$ cat config.mk
export PLATFORM = sky130hd
export DESIGN_NAME = write_back_stage
export DESIGN_NICKNAME = d
export VERILOG_FILES = /design/src/rtl/pipe_pkg.sv /design/src/rtl/wb_skid_fifo.sv /design/src/rtl/write_back_stage.sv
export SDC_FILE = /design/constraint.sdc
export NUM_CORES = 1
export LEC_CHECK = 0
export ABC_AREA = 1
export CAP_MARGIN = 20
export CELL_PAD_IN_SITES_DETAIL_PLACEMENT = 0
export CELL_PAD_IN_SITES_GLOBAL_PLACEMENT = 2
export CORE_MARGIN = 4
export CORE_UTILIZATION = 24
export CTS_BUF_LIST = sky130_fd_sc_hd__clkbuf_8
export DETAILED_ROUTE_END_ITERATION = 10
export PLACE_DENSITY_LB_ADDON = 0.1
export REMOVE_ABC_BUFFERS = 1
export SYNTH_ARGS = -nofsm -noshare
export SYNTH_HDL_FRONTEND = slang
export SYNTH_HIERARCHICAL = 1
export SYNTH_SLANG_ARGS = --single-unit
$ cat constraint.sdc
create_clock -name clk -period 1.8 [get_ports clk]
set_clock_uncertainty 0.05 [all_clocks]
set_input_delay 0.45 -clock clk [delete_from_list [all_inputs] [get_ports clk]]
set_output_delay 0.45 -clock clk [all_outputs]
set_load 0.05 [all_outputs]
$ cat src/rtl/pipe_pkg.sv
// rtl/pipe_pkg.sv - shared MEM/WB types and default widths
package pipe_pkg;
    localparam int DATA_W = 8;
    localparam int ADDR_W = 3;
    localparam int ZERO_REG = 0;

    typedef struct packed {
        logic [DATA_W-1:0] data;
        logic [ADDR_W-1:0] rd;
        logic              wr;
    } wb_entry_t;
endpackage

$ cat src/rtl/wb_skid_fifo.sv
// rtl/wb_skid_fifo.sv - 2-entry in-order skid FIFO for write-back entries
module wb_skid_fifo
    import pipe_pkg::*;
#(
    parameter type T = wb_entry_t
) (
    input  logic       clk,
    input  logic       reset,
    input  logic       flush,
    input  logic       push,
    input  T           din,
    input  logic       pop,
    output T           head,
    output logic [1:0] count
);
    T     slot0;
    T     slot1;
    logic push_ok;
    logic pop_ok;

    assign push_ok = push && (count != 2'd2);
    assign pop_ok  = pop && (count != 2'd0);
    assign head    = slot0;

    // slot0 is always the head; slot1 only holds the second entry
    always_ff @(posedge clk) begin
        if (reset) begin
            count <= 2'd0;
            slot0 <= '0;
            slot1 <= '0;
        end else if (flush) begin
            count <= 2'd0;
        end else begin
            case ({push_ok, pop_ok})
                2'b10: begin
                    if (count == 2'd0) slot0 <= din;
                    else               slot1 <= din;
                    count <= count + 2'd1;
                end
                2'b01: begin
                    slot0 <= slot1;
                    count <= count - 2'd1;
                end
                2'b11: begin
                    // only reachable with count == 1: head leaves, new entry takes its place
                    slot0 <= din;
                end
                default: ;
            endcase
        end
    end
endmodule

$ cat src/rtl/write_back_stage.sv
// rtl/write_back_stage.sv - MEM/WB write-back stage with skid buffer, forwarding tap and retire counter
module write_back_stage
    import pipe_pkg::*;
#(
    parameter int DATA_W      = pipe_pkg::DATA_W,
    parameter int ADDR_W      = pipe_pkg::ADDR_W,
    parameter int CNT_W       = 16,
    parameter bit ZERO_REG_EN = 1'b1
) (
    input  logic              clk,
    input  logic              reset,
    input  logic              in_valid,
    output logic              in_ready,
    input  logic [DATA_W-1:0] in_alu_res,
    input  logic [DATA_W-1:0] in_mem_data,
    input  logic              in_mem_to_reg,
    input  logic              in_reg_write,
    input  logic [ADDR_W-1:0] in_rd,
    input  logic              flush,
    input  logic              rf_ready,
    output logic              rf_we,
    output logic [ADDR_W-1:0] rf_waddr,
    output logic [DATA_W-1:0] rf_wdata,
    output logic              fwd_valid,
    output logic [ADDR_W-1:0] fwd_rd,
    output logic [DATA_W-1:0] fwd_data,
    output logic [CNT_W-1:0]  retire_count
);
    typedef struct packed {
        logic [DATA_W-1:0] data;
        logic [ADDR_W-1:0] rd;
        logic              wr;
    } entry_t;

    entry_t           din;
    entry_t           head;
    logic [1:0]       count;
    logic             head_valid;
    logic             push;
    logic             pop;
    logic [CNT_W-1:0] retired;

    assign din.data = in_mem_to_reg ? in_mem_data : in_alu_res;
    assign din.rd   = in_rd;
    assign din.wr   = in_reg_write && !(ZERO_REG_EN && (in_rd == ADDR_W'(ZERO_REG)));

    assign in_ready   = (count != 2'd2) && !reset;
    assign head_valid = (count != 2'd0) && !reset;
    assign push       = in_valid && in_ready && !flush;
    assign pop        = head_valid && rf_ready && !flush;

    wb_skid_fifo #(.T(entry_t)) u_fifo (
        .clk   (clk),
        .reset (reset),
        .flush (flush),
        .push  (push),
        .din   (din),
        .pop   (pop),
        .head  (head),
        .count (count)
    );

    assign rf_we    = head_valid && head.wr;
    assign rf_waddr = reset ? '0 : head.rd;
    assign rf_wdata = reset ? '0 : head.data;

    assign fwd_valid = rf_we;
    assign fwd_rd    = rf_waddr;
    assign fwd_data  = rf_wdata;

    // non-writing entries still retire and count; wraps freely
    always_ff @(posedge clk) begin
        if (reset)    retired <= '0;
        else if (pop) retired <= retired + CNT_W'(1);
    end

    assign retire_count = reset ? '0 : retired;
endmodule
==> impl_results.html <==
<table>
<tr><th>Metric</th><th>Value</th></tr>
<tr><th colspan="2">Outcome</th></tr>
<tr><td>Outcome</td><td>complete, no violations</td></tr>
<tr><th colspan="2">Yosys</th></tr>
<tr><td>Syn. warnings</td><td>6</td></tr>
<tr><td>Top_reg_cell synth</td><td>dfxtp_1</td></tr>
<tr><td>Top area cells in the synthesized netlist</td><td>dfxtp_1 33%, nand2_1 16%, nor2_1 11%</td></tr>
<tr><td>Most area-hungry cell type in the Yosys netlist</td><td>dfxtp_1</td></tr>
<tr><td>Summed instance area of the synthesized netlist</td><td>0.00257 mm^2</td></tr>
<tr><td>Share of the yosys chip area belonging to registers</td><td>0.327</td></tr>
<tr><td>Cell variety after synth</td><td>27</td></tr>
<tr><td>Average instance area after synthesis</td><td>6.30 um^2</td></tr>
<tr><td>EDFF count, synth</td><td>0</td></tr>
<tr><td>Area share of the leading cell type in the synthesized netlist</td><td>0.327</td></tr>
<tr><td>FF+latch count, synth</td><td>42</td></tr>
<tr><td>Synth async-reset ratio</td><td>0</td></tr>
<tr><td>Number of instances in the synthesized netlist</td><td>408</td></tr>
<tr><th colspan="2">Timing</th></tr>
<tr><td>Count of final hold-check violations</td><td>0</td></tr>
<tr><td>Slew at the pin closest to its max-slew limit</td><td>0.501 ns</td></tr>
<tr><td>Setup repair after global routing missed its margin</td><td>true</td></tr>
<tr><td>Final critical path time including I/O delays and setup</td><td>1.79 ns</td></tr>
<tr><td>Final Hold Slack</td><td>0.417 ns</td></tr>
<tr><td>Finish-stage setup viols</td><td>0</td></tr>
<tr><td>Final period utilization</td><td>0.993</td></tr>
<tr><td>Max Fclk</td><td>560 MHz</td></tr>
<tr><td>Max Transition Viols Final</td><td>0</td></tr>
<tr><td>Max_slew headroom</td><td>0.665</td></tr>
<tr><th colspan="2">GRT</th></tr>
<tr><td>Pin count of the biggest net entering global routing</td><td>33</td></tr>
<tr><td>Total track usage</td><td>0.123</td></tr>
<tr><td>Vias in the first global route</td><td>2,724</td></tr>
<tr><td>Antenna violations before repair</td><td>0</td></tr>
<tr><td>First-pass GRT wire length</td><td>12,900 um</td></tr>
<tr><td>Remaining global-route overflow</td><td>0</td></tr>
<tr><th colspan="2">Finish</th></tr>
<tr><td>Commonest cells after routing, fill and taps aside</td><td>82 x nand2_1, 63 x nor2_1, 59 x buf_4</td></tr>
<tr><td>NumNets Final</td><td>525</td></tr>
<tr><td>Fraction of layout instances using a drive strength above 1</td><td>0.339</td></tr>
<tr><td>Commonest non-fill, non-tap cell in the layout</td><td>nand2_1</td></tr>
<tr><td>Cell area after layout</td><td>0.00385 mm^2</td></tr>
<tr><td>Diode insertion count for antenna repair</td><td>0</td></tr>
<tr><td>Sequential cell area</td><td>843 um^2</td></tr>
<tr><td>Cell Count, Final, Fillers Out</td><td>632</td></tr>
<tr><td>Fill cell total of the finished layout</td><td>1,119</td></tr>
<tr><td>Multi-input logic area</td><td>0.00149 mm^2</td></tr>
<tr><td>Layout overhead on the synthesized area</td><td>49.6%</td></tr>
<tr><th colspan="2">Clock tree</th></tr>
<tr><td>CTS tree</td><td>built</td></tr>
<tr><td>Count of clock tree sinks</td><td>42</td></tr>
<tr><td>Maximum level of the CTS H-tree</td><td>2</td></tr>
<tr><td>Count of hold buffers inserted by post-cts repair</td><td>0</td></tr>
<tr><td>Number of buffers inserted during clock tree synthesis</td><td>5</td></tr>
<tr><td>Root Buffer Master</td><td>clkbuf_8</td></tr>
<tr><td>Max Root-Sink Buffers</td><td>2</td></tr>
<tr><td>Clock transition at path regs</td><td>0.09 ns</td></tr>
<tr><td>Worst-skew pair later-pin latency</td><td>0.31 ns</td></tr>
<tr><th colspan="2">Drt</th></tr>
<tr><td>Detailed-route DRC error count</td><td>0</td></tr>
<tr><td>Number of antenna-violating nets in the routed design</td><td>0</td></tr>
<tr><td>Routed WL</td><td>7500 um</td></tr>
<tr><td>Average wire per standard cell</td><td>11.9 um</td></tr>
<tr><td>Routed via count divided by cell count</td><td>4.24</td></tr>
<tr><td>Number of search-and-repair iterations in the first detailed-routing pass</td><td>5</td></tr>
<tr><td>Number of design-rule violations left by the first detailed-router iteration</td><td>47</td></tr>
<tr><td>DR vias</td><td>2,679</td></tr>
<tr><th colspan="2">Critical path</th></tr>
<tr><td>Combined buffer and inverter count along the critical path</td><td>6</td></tr>
<tr><td>WP data required</td><td>1.95 ns</td></tr>
<tr><td>Slowest library cell on the worst path</td><td>dfxtp_2</td></tr>
<tr><td>Worst Setup Start Kind</td><td>register</td></tr>
<tr><td>Kind of cell with the highest combined delay on the critical path</td><td>simple AND/OR/NAND/NOR gates</td></tr>
<tr><td>Kind of capture point of the worst setup path</td><td>register</td></tr>
<tr><td>Critical path peak fanout</td><td>3</td></tr>
<tr><td>Most common cell type on the critical path</td><td>inv_2</td></tr>
<tr><td>Data arrival time of the worst path</td><td>1.94 ns</td></tr>
<tr><td>Worst r2r dst</td><td>u_fifo/count[1]$_SDFFE_PP0P_</td></tr>
<tr><td>Crit path to</td><td>u_fifo/count[1]$_SDFFE_PP0P_</td></tr>
<tr><td>Slack of the worst reg-to-reg path</td><td>0.01 ns</td></tr>
<tr><td>CP Cell Sequence</td><td>inv_2 &gt; nand2_2 &gt; nand2_4 &gt; buf_6 &gt; nor2_4 &gt; nand2_4 &gt; buf_6 &gt; inv_2 &gt; ha_4 &gt; inv_2 &gt; buf_4 &gt; nand2_1 &gt; nand4_1 &gt; nand2_1 &gt; nor2_1</td></tr>
<tr><td>Startpoint-to-endpoint class of the critical path</td><td>reg2reg</td></tr>
<tr><td>Start point of the critical path</td><td>u_fifo/count[1]$_SDFFE_PP0P_</td></tr>
<tr><td>Logic depth of the worst register-to-register path</td><td>15</td></tr>
<tr><td>Reg2Reg Launch Point</td><td>u_fifo/count[1]$_SDFFE_PP0P_</td></tr>
<tr><td>Number of logic stages on the critical path including buffering</td><td>15</td></tr>
<tr><td>Crit-path max cell delay</td><td>0.36 ns</td></tr>
<tr><th colspan="2">Place</th></tr>
<tr><td>DPL Wire Length</td><td>5360 um</td></tr>
<tr><td>Placed Cells</td><td>612</td></tr>
<tr><td>Quantity of I/O buffers inserted on ports</td><td>66</td></tr>
<tr><td>Placed Instance Area</td><td>0.00337 mm^2</td></tr>
<tr><td>Gpl congestion</td><td>0.728</td></tr>
<tr><th colspan="2">Hold path</th></tr>
<tr><td>Type of the tightest min-delay check</td><td>reg2reg</td></tr>
<tr><th colspan="2">Die</th></tr>
<tr><td>Initial core utilization</td><td>0.248</td></tr>
<tr><td>Y dimension of the die</td><td>112 um</td></tr>
<tr><td>Horizontal die dimension</td><td>112 um</td></tr>
<tr><td>Placeable core region</td><td>0.0104 mm^2</td></tr>
<tr><td>Total die area</td><td>0.0124 mm^2</td></tr>
<tr><td>Boundary Pins</td><td>67</td></tr>
<tr><td>Std-Cell Rows</td><td>37</td></tr>
<tr><th colspan="2">Power</th></tr>
<tr><td>Leakage power of the design</td><td>0.00170 uW</td></tr>
<tr><td>Peak ir drop on the vdd network</td><td>325 uV</td></tr>
<tr><td>Areal power density over the cells</td><td>496 mW/mm^2</td></tr>
<tr><th colspan="2">Job</th></tr>
<tr><td>Max capacitance violation total</td><td>0</td></tr>
</table>
-- how the worst min path moves through the flow --
stage	from	to	slack [ns]	depth (start not counted)
final	u_fifo/slot1[2]$_SDFFE_PP0P_	u_fifo/slot1[2]$_SDFFE_PP0P_	0.42	2
after detailed placement	u_fifo/slot1[11]$_SDFFE_PP0P_	u_fifo/slot1[11]$_SDFFE_PP0P_	0.40	2
after floorplan	u_fifo/slot1[0]$_SDFFE_PP0P_	u_fifo/slot1[0]$_SDFFE_PP0P_	0.39	2
after global routing	u_fifo/slot1[0]$_SDFFE_PP0P_	u_fifo/slot1[0]$_SDFFE_PP0P_	0.45	2
after global placement	u_fifo/slot1[4]$_SDFFE_PP0P_	u_fifo/slot1[4]$_SDFFE_PP0P_	0.40	2
after CTS	u_fifo/slot1[11]$_SDFFE_PP0P_	u_fifo/slot1[11]$_SDFFE_PP0P_	0.42	2
-- final cells by class --
class                      count  area share
sequential                    42       0.219
clock inverter                 3     0.00455
clock buffer                   5      0.0179
timing repair buffer         108       0.263
multi-input combinational    272       0.387
tap                          136      0.0442
inverter                      66      0.0644
-- layer usage --
layer,GRT usage,vias to the layer above,part of all wire
li1,-,1409,-
met1,0.144,1212,0.44
met2,0.226,52,0.51
met3,0.0288,6,0.042
met4,0.0300,0,0.011
met5,0,-,0
-- stage by stage --
stage	setup TNS, ns	setup slack (ns)	power [uW]	util
global placement	-11.86	-0.511	1260	0.325
CTS	-0.171	-0.0230	1940	0.363
floorplan	-32.59	-0.973	1100	-
detailed placement	-13.04	-0.551	1260	0.325
finish	0	0.0133	1910	0.371
global route	-1.35	-0.103	2000	0.371
-- power by group --
part | switching, uW | internal (uW) | leakage, uW | total [uW]
combinational | 178 | 150 | 0.00131 | 328
sequential | 5.38 | 939 | 0.000340 | 945
clock | 364 | 269 | 0.0000493 | 633
total | 548 | 1360 | 0.00170 | 1910
-- logic make-up (layout without fill, tap and decap cells) --
kind of cell,count (synthesis),in the layout,synth area share
flops,42,42,0.327
fa+ha+maj,4,4,0.0195
xor+xnor,1,1,0.00341
compound gates,32,32,0.0642
mux,8,8,0.0350
simple gates,227,227,0.381
buf+inv,94,182,0.170
-- worst min-delay path: cells and delay by family, from the launching register on --
kind,cells,cell delay [ns]
DFF,1,0.32
and+or+nand+nor,1,0.06
AOI/OAI and AO/OA,1,0.05
-- cells in the mapped netlist (2+ instances only) --
cell,n
buf_4,14
nand3_1,14
buf_6,3
o21ai_0,6
inv_2,2
nor2_1,75
ha_1,4
buf_2,7
nand2_1,109
dfxtp_1,42
inv_1,64
buf_1,3
nand4_1,13
nor3_1,3
nor2_4,5
mux2_2,8
nand2_2,4
a21oi_1,23
-- sequential cells by signal (all words and copies together) (netlist names) --
| register | cells |
|---|---|
| retired | 16 |
| u_fifo/head | 12 |
| u_fifo/slot1 | 12 |
| u_fifo/count | 2 |
-- what timing repair did --
action                                  CTS  global route
endpoints found under the setup margin   27            53
gates cloned                              2             0
pin swaps                                12            50
gates resized for setup                  54            40
hold endpoints to repair                  0             0
setup buffers                            10             2
No activity file was read; power rests on OpenSTA's default activity.
